$ cat src/rtl/spi_master_ms.sv
// spi_master_ms: multi-slave SPI master covering all four SPI modes,
// selectable bit order, programmable SCLK rate and back-to-back words
// with the slave select held low between them.
module spi_master_ms #(
    parameter int SLAVES  = 4,
    parameter int D_WIDTH = 8,
    parameter int ADDR_W  = 2
) (
    input  logic               clock,
    input  logic               reset_n,
    input  logic               enable,
    input  logic               cpol,
    input  logic               cpha,
    input  logic               lsb_first,
    input  logic               cont,
    input  logic [7:0]         clk_div,
    input  logic [ADDR_W-1:0]  addr,
    input  logic [D_WIDTH-1:0] tx_data,
    input  logic               miso,
    output logic               sclk,
    output logic               mosi,
    output logic [SLAVES-1:0]  ss_n,
    output logic               busy,
    output logic [D_WIDTH-1:0] rx_data,
    output logic               rx_valid,
    output logic               tx_load,
    output logic               addr_err
);
    localparam int BW = $clog2(D_WIDTH);
    localparam int EW = BW + 1;
    localparam logic [EW-1:0]     LAST_EDGE = EW'(2 * D_WIDTH - 1);
    localparam logic [BW-1:0]     LAST_BIT  = BW'(D_WIDTH - 1);
    localparam logic [ADDR_W:0]   NSLV      = SLAVES[ADDR_W:0];

    typedef enum logic [1:0] {IDLE, SHIFT, HOLD} state_t;

    state_t             state;
    logic               cpol_q, cpha_q, lsb_q;
    logic [7:0]         div_q, half_cnt;
    logic [EW-1:0]      edge_cnt;
    logic [D_WIDTH-1:0] tx_q, rx_sr, rx_next;
    logic [BW-1:0]      bit_idx, nxt_idx;
    logic               leading, half_done, last_edge, sample_now;

    // Word position of the i-th bit on the wire for the chosen bit order.
    function automatic logic [BW-1:0] bit_pos(input logic [BW-1:0] idx, input logic lsb);
        return lsb ? idx : LAST_BIT - idx;
    endfunction

    // Edge bookkeeping: edge_cnt counts SCLK edges within the current word,
    // even counts are leading edges, edge_cnt/2 is the bit on the wire.
    always_comb begin
        bit_idx    = edge_cnt[EW-1:1];
        nxt_idx    = bit_idx + 1'b1;
        leading    = ~edge_cnt[0];
        half_done  = (half_cnt == div_q - 8'd1);
        last_edge  = (edge_cnt == LAST_EDGE);
        sample_now = half_done & (leading ^ cpha_q);
        rx_next    = rx_sr;
        rx_next[bit_pos(bit_idx, lsb_q)] = miso;
    end

    // Transfer FSM with registered SPI pins and status pulses.
    always_ff @(posedge clock or negedge reset_n) begin
        if (!reset_n) begin
            state    <= IDLE;
            sclk     <= 1'b0;
            mosi     <= 1'b0;
            ss_n     <= '1;
            busy     <= 1'b0;
            rx_data  <= '0;
            rx_valid <= 1'b0;
            tx_load  <= 1'b0;
            addr_err <= 1'b0;
            cpol_q   <= 1'b0;
            cpha_q   <= 1'b0;
            lsb_q    <= 1'b0;
            div_q    <= '0;
            half_cnt <= '0;
            edge_cnt <= '0;
            tx_q     <= '0;
            rx_sr    <= '0;
        end else begin
            rx_valid <= 1'b0;
            tx_load  <= 1'b0;
            addr_err <= 1'b0;
            case (state)
                IDLE: begin
                    sclk     <= cpol;
                    mosi     <= 1'b0;
                    ss_n     <= '1;
                    busy     <= 1'b0;
                    half_cnt <= '0;
                    edge_cnt <= '0;
                    if (enable) begin
                        if ({1'b0, addr} < NSLV) begin
                            state   <= SHIFT;
                            cpol_q  <= cpol;
                            cpha_q  <= cpha;
                            lsb_q   <= lsb_first;
                            div_q   <= (clk_div == 8'd0) ? 8'd1 : clk_div;
                            tx_q    <= tx_data;
                            tx_load <= 1'b1;
                            ss_n    <= ~(SLAVES'(1) << addr);
                            busy    <= 1'b1;
                            mosi    <= cpha ? 1'b0
                                            : (lsb_first ? tx_data[0] : tx_data[D_WIDTH-1]);
                        end else begin
                            addr_err <= 1'b1;
                        end
                    end
                end
                SHIFT: begin
                    if (!half_done) begin
                        half_cnt <= half_cnt + 8'd1;
                    end else begin
                        half_cnt <= '0;
                        sclk     <= ~sclk;
                        if (sample_now) begin
                            rx_sr <= rx_next;
                            if (bit_idx == LAST_BIT) begin
                                rx_data  <= rx_next;
                                rx_valid <= 1'b1;
                            end
                        end
                        if (leading && cpha_q)
                            mosi <= tx_q[bit_pos(bit_idx, lsb_q)];
                        if (last_edge) begin
                            edge_cnt <= '0;
                            sclk     <= cpol_q;
                            if (cont) begin
                                tx_q    <= tx_data;
                                tx_load <= 1'b1;
                                if (!cpha_q)
                                    mosi <= lsb_q ? tx_data[0] : tx_data[D_WIDTH-1];
                            end else begin
                                state <= HOLD;
                            end
                        end else begin
                            edge_cnt <= edge_cnt + 1'b1;
                            if (!leading && !cpha_q)
                                mosi <= tx_q[bit_pos(nxt_idx, lsb_q)];
                        end
                    end
                end
                HOLD: begin
                    if (half_done) begin
                        state    <= IDLE;
                        ss_n     <= '1;
                        busy     <= 1'b0;
                        mosi     <= 1'b0;
                        half_cnt <= '0;
                    end else begin
                        half_cnt <= half_cnt + 8'd1;
                    end
                end
                default: state <= IDLE;
            endcase
        end
    end
endmodule

$ cat config.mk
export PLATFORM = sky130hd
export DESIGN_NAME = spi_master_ms
export DESIGN_NICKNAME = d
export VERILOG_FILES = /design/src/rtl/spi_master_ms.sv
export SDC_FILE = /design/constraint.sdc
export NUM_CORES = 1
export LEC_CHECK = 0
export CAP_MARGIN = 20
export CORE_MARGIN = 2
export CORE_UTILIZATION = 52
export CTS_BUF_LIST = sky130_fd_sc_hd__clkbuf_16
export DETAILED_ROUTE_END_ITERATION = 8
export HOLD_SLACK_MARGIN = 0.1
export PLACE_DENSITY_LB_ADDON = 0.12
export RECOVER_POWER = 100
export SYNTH_ARGS = -nofsm -noshare
export SYNTH_HDL_FRONTEND = slang
export SYNTH_SLANG_ARGS = --single-unit
$ cat constraint.sdc
create_clock -name clock -period 4.75 [get_ports clock]
set_clock_uncertainty 0.2 [all_clocks]
set_input_delay 0.95 -clock clock [delete_from_list [all_inputs] [get_ports clock]]
set_output_delay 0.95 -clock clock [all_outputs]
set_load 0.05 [all_outputs]
==> impl_metrics.yaml, run 1 <==
critical_path:
  cpPeakStageDelay_ps: 740
  cp_top_family: "simple AND/OR/NAND/NOR gates"
  slowest_stage: "nor2_1"
  startpoint_type: "flop"
  crit_arrival_ps: 3510
  worst-setup-path-type: "reg2reg"
  rrSetupSlack_ps: 1240
  critPathRequiredTime_ps: 4750
  cp_cell_sequence: "inv_1 -> ha_1 -> or3_1 -> a31o_1 -> a211o_1 -> nor2_1 -> mux2_2"
  critPathCaptureType: "flop"
  crit_buf_inv: 1
  critPathMaxFanout: 24
finish:
  final_cell_area_mm2: 0.004345
  nNetsFinal: 444
  final_util_pct: 63.96
  area_growth_syn_to_layout_pct: 19.10
  insertedDiodeCount: 0
  layout.cells.non_filler: 507
  n_fill_cell: 566
  drive_gt1_share_pct: 15.57
placed_design:
  portBuffers: 42
  post_dp_cell_area_mm2: 0.004119
  place_congestion: 0.8730
  post-dp-hpwl_um: 5690
  pre_cts_slack_ps: 1367
  dp.cells: 491
grt:
  grt_pass1_vias: 2798
  track_usage_pct: 22.75
  grt.overflow.total: 0
  grt_max_degree: 59
  grt_pass1_wl_um: 13650
  antenna_found_initial: 0
synth:
  synth_area_per_cell_um2: 9.808
  synth_edf_count: 0
  ys_ff_latch: 58
  synth_ff_type: "dfrtp_1"
  syn_nets: 410
  async_flop_share_pct: 100.0
  synthCells: 372
  syn_area_mm2: 0.003648
  synth_cell_type_count: 56
  ys.warnings.count: 0
  ys_seq_area_share_pct: 39.92
timing:
  finalSetupViolCount: 0
  worst_pin_slew_ps: 942.3
  period_share_pct: 73.95
  finalHoldViolations: 0
  fin_crit_ps: 3513
  drv_slew: 0
  final.setup.tns_ps: 0
  slew_headroom_pct: 37.18
  setup_ws_ps: 1237
  max_clock_freq_ghz: 0.2847
  rsz0062_at_grt: "false"
drt:
  route.vias.total: 3019
  dr.pass1.iters: 5
  drc: 0
  routedWlPerCell_um: 16.12
  drt-initial-drc-count: 269
  viasPerCell: 5.955
  ant_nets: 0
  wl_um: 8174
cts:
  cts_tree: "built"
  cts_setup_buffers: 0
  htree_levels: 3
  cts_buffer_depth: 2
  ctsResizeCount: 0
  cts-buffers-inserted: 9
  cts.sinks: 58
  cts-root-buf: "clkbuf_16"
  ctsHoldBuffers: 0
  clkLatencyLatePin_ps: 330
  clk_pin_slew_worst_paths_ps: 50
floorplanning:
  die_height_um: 87.77
  num_rows: 30
  coreArea_mm2: 0.006794
  die-area_mm2: 0.007703
  start_util_pct: 53.70
  num_io_pins: 44
  die_x_um: 87.77
flow_run:
  drv_cap: 0
pwr:
  pwr_density_cell_mw_per_mm2: 546.4
  leakage_nw: 1.834
  ir_drop_uv: 372.2
outcome:
  status: "complete, no violations"
min_path:
  hp-class: "reg2reg"
==> Yosys cell counts, types with 5 or more instances <==
cell type	count	area [um2]
nor2b_1	6	37.54
clkbuf_1	14	52.55
mux2_2	34	382.9
inv_1	19	71.32
mux2i_1	7	70.07
o21ai_0	21	105.1
dfrtp_1	54	1351
mux2_4	8	120.1
o22ai_1	16	100.1
o32a_1	5	50.05
buf_1	6	22.52
nand2b_1	8	50.05
nor2_1	12	45.04
a21oi_1	21	105.1
or3_1	5	31.28
ha_1	12	150.1
nor3_1	7	35.03
o32ai_1	5	43.79
nand3_1	11	55.05
a31oi_1	9	56.30
o22a_1	7	61.31
nand2_1	22	82.58
==> placed cells by master, fill, tap and decap left out, types with 5 or more instances in the layout <==
| master | count |
|---|---|
| a31oi_1 | 9 |
| inv_1 | 20 |
| o21ai_0 | 21 |
| clkbuf_16 | 9 |
| nor2b_1 | 6 |
| o22ai_1 | 16 |
| o32a_1 | 5 |
| ha_1 | 12 |
| o32ai_1 | 5 |
| nor2_1 | 13 |
| nand2b_1 | 8 |
| nand3_1 | 11 |
| mux2_2 | 34 |
| or3_1 | 5 |
| o22a_1 | 7 |
| clkdlybuf4s50_1 | 23 |
| dlygate4sd3_1 | 18 |
| a21oi_1 | 21 |
| nand2_1 | 22 |
| dfrtp_1 | 54 |
| mux2i_1 | 7 |
| mux2_1 | 7 |
| nor3_1 | 7 |
==> final cells by class <==
class / count / area [um2] / share of cell area, %
sequential: 58 / 1456 / 33.52
inverter: 19 / 71.32 / 1.641
clock inverter: 7 / 38.79 / 0.8926
tap: 96 / 120.1 / 2.764
clock buffer: 9 / 225.2 / 5.183
timing repair buffer: 45 / 434.2 / 9.991
multi-input combinational: 273 / 1999 / 46.01
==> stage by stage <==
| stage | hold WS, ps | total power, mW |
|---|---|---|
| 6_report | 282.5 | 2.375 |
| 5_1_grt | 299.7 | 2.543 |
| 4_1_cts | 314.0 | 2.398 |
| 3_5_place_dp | 303.4 | 1.820 |
| 3_3_place_gp | 298.5 | 1.801 |
| 2_1_floorplan | 280.0 | 1.550 |
==> registers in the layout, summed over array words and instances (netlist names), 2 cells and up <==
register	flops
state	2
rx_data	8
rx_sr	8
div_q	8
ss_n	4
half_cnt	8
tx_q	8
edge_cnt	4
==> worst reg2reg max path: stages (launching register included) <==
cell and delay (ps):
dfrtp_1 440, inv_1 90, ha_1 270, or3_1 400, a31o_1 240, a211o_1 600, nor2_1 750, mux2_2 420
==> logic make-up after synthesis <==
kind of cell | share of synthesized area [%]
buffers and inverters | 4.355
adders and majority gates | 4.115
DFF | 39.92
other | 0.1028
and+or+nand+nor | 14.58
xor gates and xnor gates | 1.920
muxes | 15.71
AOI/OAI and AO/OA | 19.31
==> power breakdown <==
part           total, mW  internal (mW)  switching [mW]
combinational      0.989          0.435           0.553
clock              0.568          0.346           0.222
sequential         0.818          0.646           0.172
total               2.37           1.43           0.947
==> layer usage <==
metal  global-route usage [%]  vias to the layer above  routed length [um]
li1                         -                     1463                   -
met1                    33.69                     1454                4059
met2                    32.92                       88                3584
met3                    3.864                       14                 387
met4                    9.510                        0                 142
met5                        0                        -                   0
==> worst paths after layout <==
| kind | start | endpoint | depth (start not counted) |
|---|---|---|---|
| setup / recovery | div_q[0] | rx_sr[6] | 7 |
| hold / removal | rx_data[0] | rx_data[0] | 1 |
| setup reg to reg | div_q[0] | rx_sr[6] | 7 |
| hold reg to reg | rx_data[0] | rx_data[0] | 1 |
| max in group asynchronous | reset_n | cpol_q | 2 |
| min in group asynchronous | reset_n | div_q[1] | 2 |
Power figures use the tool's default switching activity.
==> run 2, diff against run 1 <==
--- a/config.mk
+++ b/config.mk
@@ -7,7 +7,7 @@
 export LEC_CHECK = 0
 export CAP_MARGIN = 20
 export CORE_MARGIN = 2
-export CORE_UTILIZATION = 52
+export CORE_UTILIZATION = 51
 export CTS_BUF_LIST = sky130_fd_sc_hd__clkbuf_16
 export DETAILED_ROUTE_END_ITERATION = 8
 export HOLD_SLACK_MARGIN = 0.1
==> constraint.sdc (replaced) <==
create_clock -name clock -period 2.8 [get_ports clock]
set_clock_uncertainty 0.2 [all_clocks]
set_input_delay 0.56 -clock clock [delete_from_list [all_inputs] [get_ports clock]]
set_output_delay 0.56 -clock clock [all_outputs]
set_load 0.05 [all_outputs]
==> run 2 against run 1 <==
Hold slack better by 20 ps. Routed wire length fell by 0.46%. Die area is 1.9% higher. Cell area increased by 5.1%. Clock-buffer cell count stayed put. Power increased by 83%. Critical path depth increased by 1. First-iteration DRC count fell by 28%. Sequential cell count is the same. Utilization is 2.5 points higher. Critical endpoint is now mosi.
==> impl_metrics.yaml, run 2 (synthesis results as in run 1) <==
cts:
  cts_setup_buffers: 0
  clk_pin_slew_worst_paths_ps: 50
  cts.sinks: 58
  cts_tree: "built"
  clkLatencyLatePin_ps: 330
  htree_levels: 3
  cts-root-buf: "clkbuf_16"
  cts-buffers-inserted: 9
  cts_buffer_depth: 2
drt:
  ant_nets: 0
  wl_um: 8136
  routedWlPerCell_um: 15.65
  route.vias.total: 3088
  viasPerCell: 5.938
  drc: 0
  drt-initial-drc-count: 195
  dr.pass1.iters: 4
finish:
  insertedDiodeCount: 0
  final_util_pct: 66.50
  drive_gt1_share_pct: 20.52
  final_cell_mix: "dfrtp_1 (54), mux2_2 (34), clkdlybuf4s50_1 (26), nand2_1 (22), o21ai_0 (21)"
  mostFrequentLayoutCell: "dfrtp_1"
  area_growth_syn_to_layout_pct: 25.21
  nNetsFinal: 457
  n_fill_cell: 551
timing:
  finalSetupViolCount: 0
  slew_headroom_pct: 46.60
  worst_pin_slew_ps: 801.0
  final.setup.tns_ps: 0
  max_clock_freq_ghz: 0.3663
  period_share_pct: 97.49
  drv_slew: 0
  hold_slack_ps: 302.2
  fin_crit_ps: 2730
  finalHoldViolations: 0
floorplanning:
  num_rows: 30
  num_io_pins: 44
  die_height_um: 88.58
  die_x_um: 88.58
  start_util_pct: 53.11
  die-area_mm2: 0.007846
  coreArea_mm2: 0.006869
placed_design:
  portBuffers: 42
  place_congestion: 0.8580
  post-dp-hpwl_um: 5780
pwr:
  intPower_mw: 2.677
  pwr-share-comb_pct: 42.2
  ir_drop_uv: 733.6
  pwr_density_cell_mw_per_mm2: 950.5
  p_switching_mw: 1.665
  power_mw: 4.342
  leakage_nw: 1.929
  seq_power_share_pct: 30.9
  clkPwrFrac_pct: 26.9
  swShare_pct: 38.35
critical_path:
  crit_arrival_ps: 2740
  r2r_cells: 8
  worst-setup-path-type: "reg2reg"
  slowest_stage: "or3_1"
  critPathCaptureType: "flop"
  crit_cells: 8
  cp_top_family: "compound AO/OA/AOI/OAI gates"
  cp_cell_sequence: "inv_1 -> ha_1 -> or3_1 -> a31o_1 -> a211o_4 -> buf_12 -> a21oi_1 -> mux2_2"
  startpoint_type: "flop"
  crit_buf_inv: 2
  cpPeakStageDelay_ps: 400
  critPathRequiredTime_ps: 2810
  critPathMaxFanout: 22
min_path:
  hp-class: "reg2reg"
  worstHoldPathCells: 1
grt:
  grt_pass1_vias: 2903
  track_usage_pct: 22.92
  grt_pass1_wl_um: 13890
  antenna_found_initial: 0
  grt.overflow.total: 0
  grt_max_degree: 31
outcome:
  status: "complete, no violations"
flow_run:
  drv_cap: 0
run 2: metrics by stage:
| stage | cell area [um2] | setup slack [ps] | cells |
|---|---|---|---|
| final | 4568 | 70.28 | 520 |
| after global routing | 4568 | -5.975 | 520 |
| after detailed placement | 4222 | 26.43 | 503 |
| after floorplan | 3649 | 59.41 | 372 |
| after CTS | 4561 | 44.99 | 520 |
| after global placement | 4222 | 103.2 | 503 |
run 2: layout make-up:
class | count | area [um2] | area share [%]
clock buffers | 9 | 225.2 | 4.930
clock inverters | 7 | 93.84 | 2.054
inverters | 19 | 71.32 | 1.561
multi-input cells | 273 | 2061 | 45.11
flip-flops and latches | 58 | 1456 | 31.88
well taps | 96 | 120.1 | 2.629
repair buffers | 58 | 540.5 | 11.83
run 2: worst register-to-register path, delay by kind of cell (launching register included):
| kind | cells | cell delay (ps) |
|---|---|---|
| compound gates | 3 | 800 |
| buf+inv | 2 | 240 |
| mux | 1 | 360 |
| simple gates | 1 | 400 |
| flops | 1 | 350 |
| fa+ha+maj | 1 | 280 |
run 2: final timing paths:
kind                                    end  startpoint  slack, ps
worst max-delay path                   mosi    div_q[0]         70
worst min register to register   rx_data[2]  rx_data[2]        300
max in group asynchronous       edge_cnt[0]     reset_n       1070
worst max register to register         mosi    div_q[0]         70
min in group asynchronous          div_q[0]     reset_n        390
worst min-delay path             rx_data[2]  rx_data[2]        300
run 2: what timing repair did:
| item | CTS | global route |
|---|---|---|
| endpoints found under the setup margin | 8 | 14 |
| gates cloned | 0 | 0 |
| hold endpoints to repair | 3 | 0 |
| hold buffers | 1 | 0 |
| resized for setup | 2 | 3 |
run 2: metal layers:
layer | track usage [%] | wire [um] | up-vias | part of all wire (%)
met4 | 8.264 | 100 | 0 | 1.2
met1 | 31.78 | 3967 | 1505 | 49
met2 | 34.72 | 3755 | 81 | 46
li1 | - | - | 1494 | -
met3 | 5.970 | 312 | 8 | 3.8
met5 | 0 | 0 | - | 0
run 2: power by group through the flow:
stage	sequential [mW]	combinational, mW	clock [mW]
2_1_floorplan	1.45	1.18	0
3_3_place_gp	1.34	1.76	0
3_5_place_dp	1.35	1.79	0
4_1_cts	1.34	1.82	1.20
5_1_grt	1.38	2.01	1.23
6_report	1.34	1.83	1.17
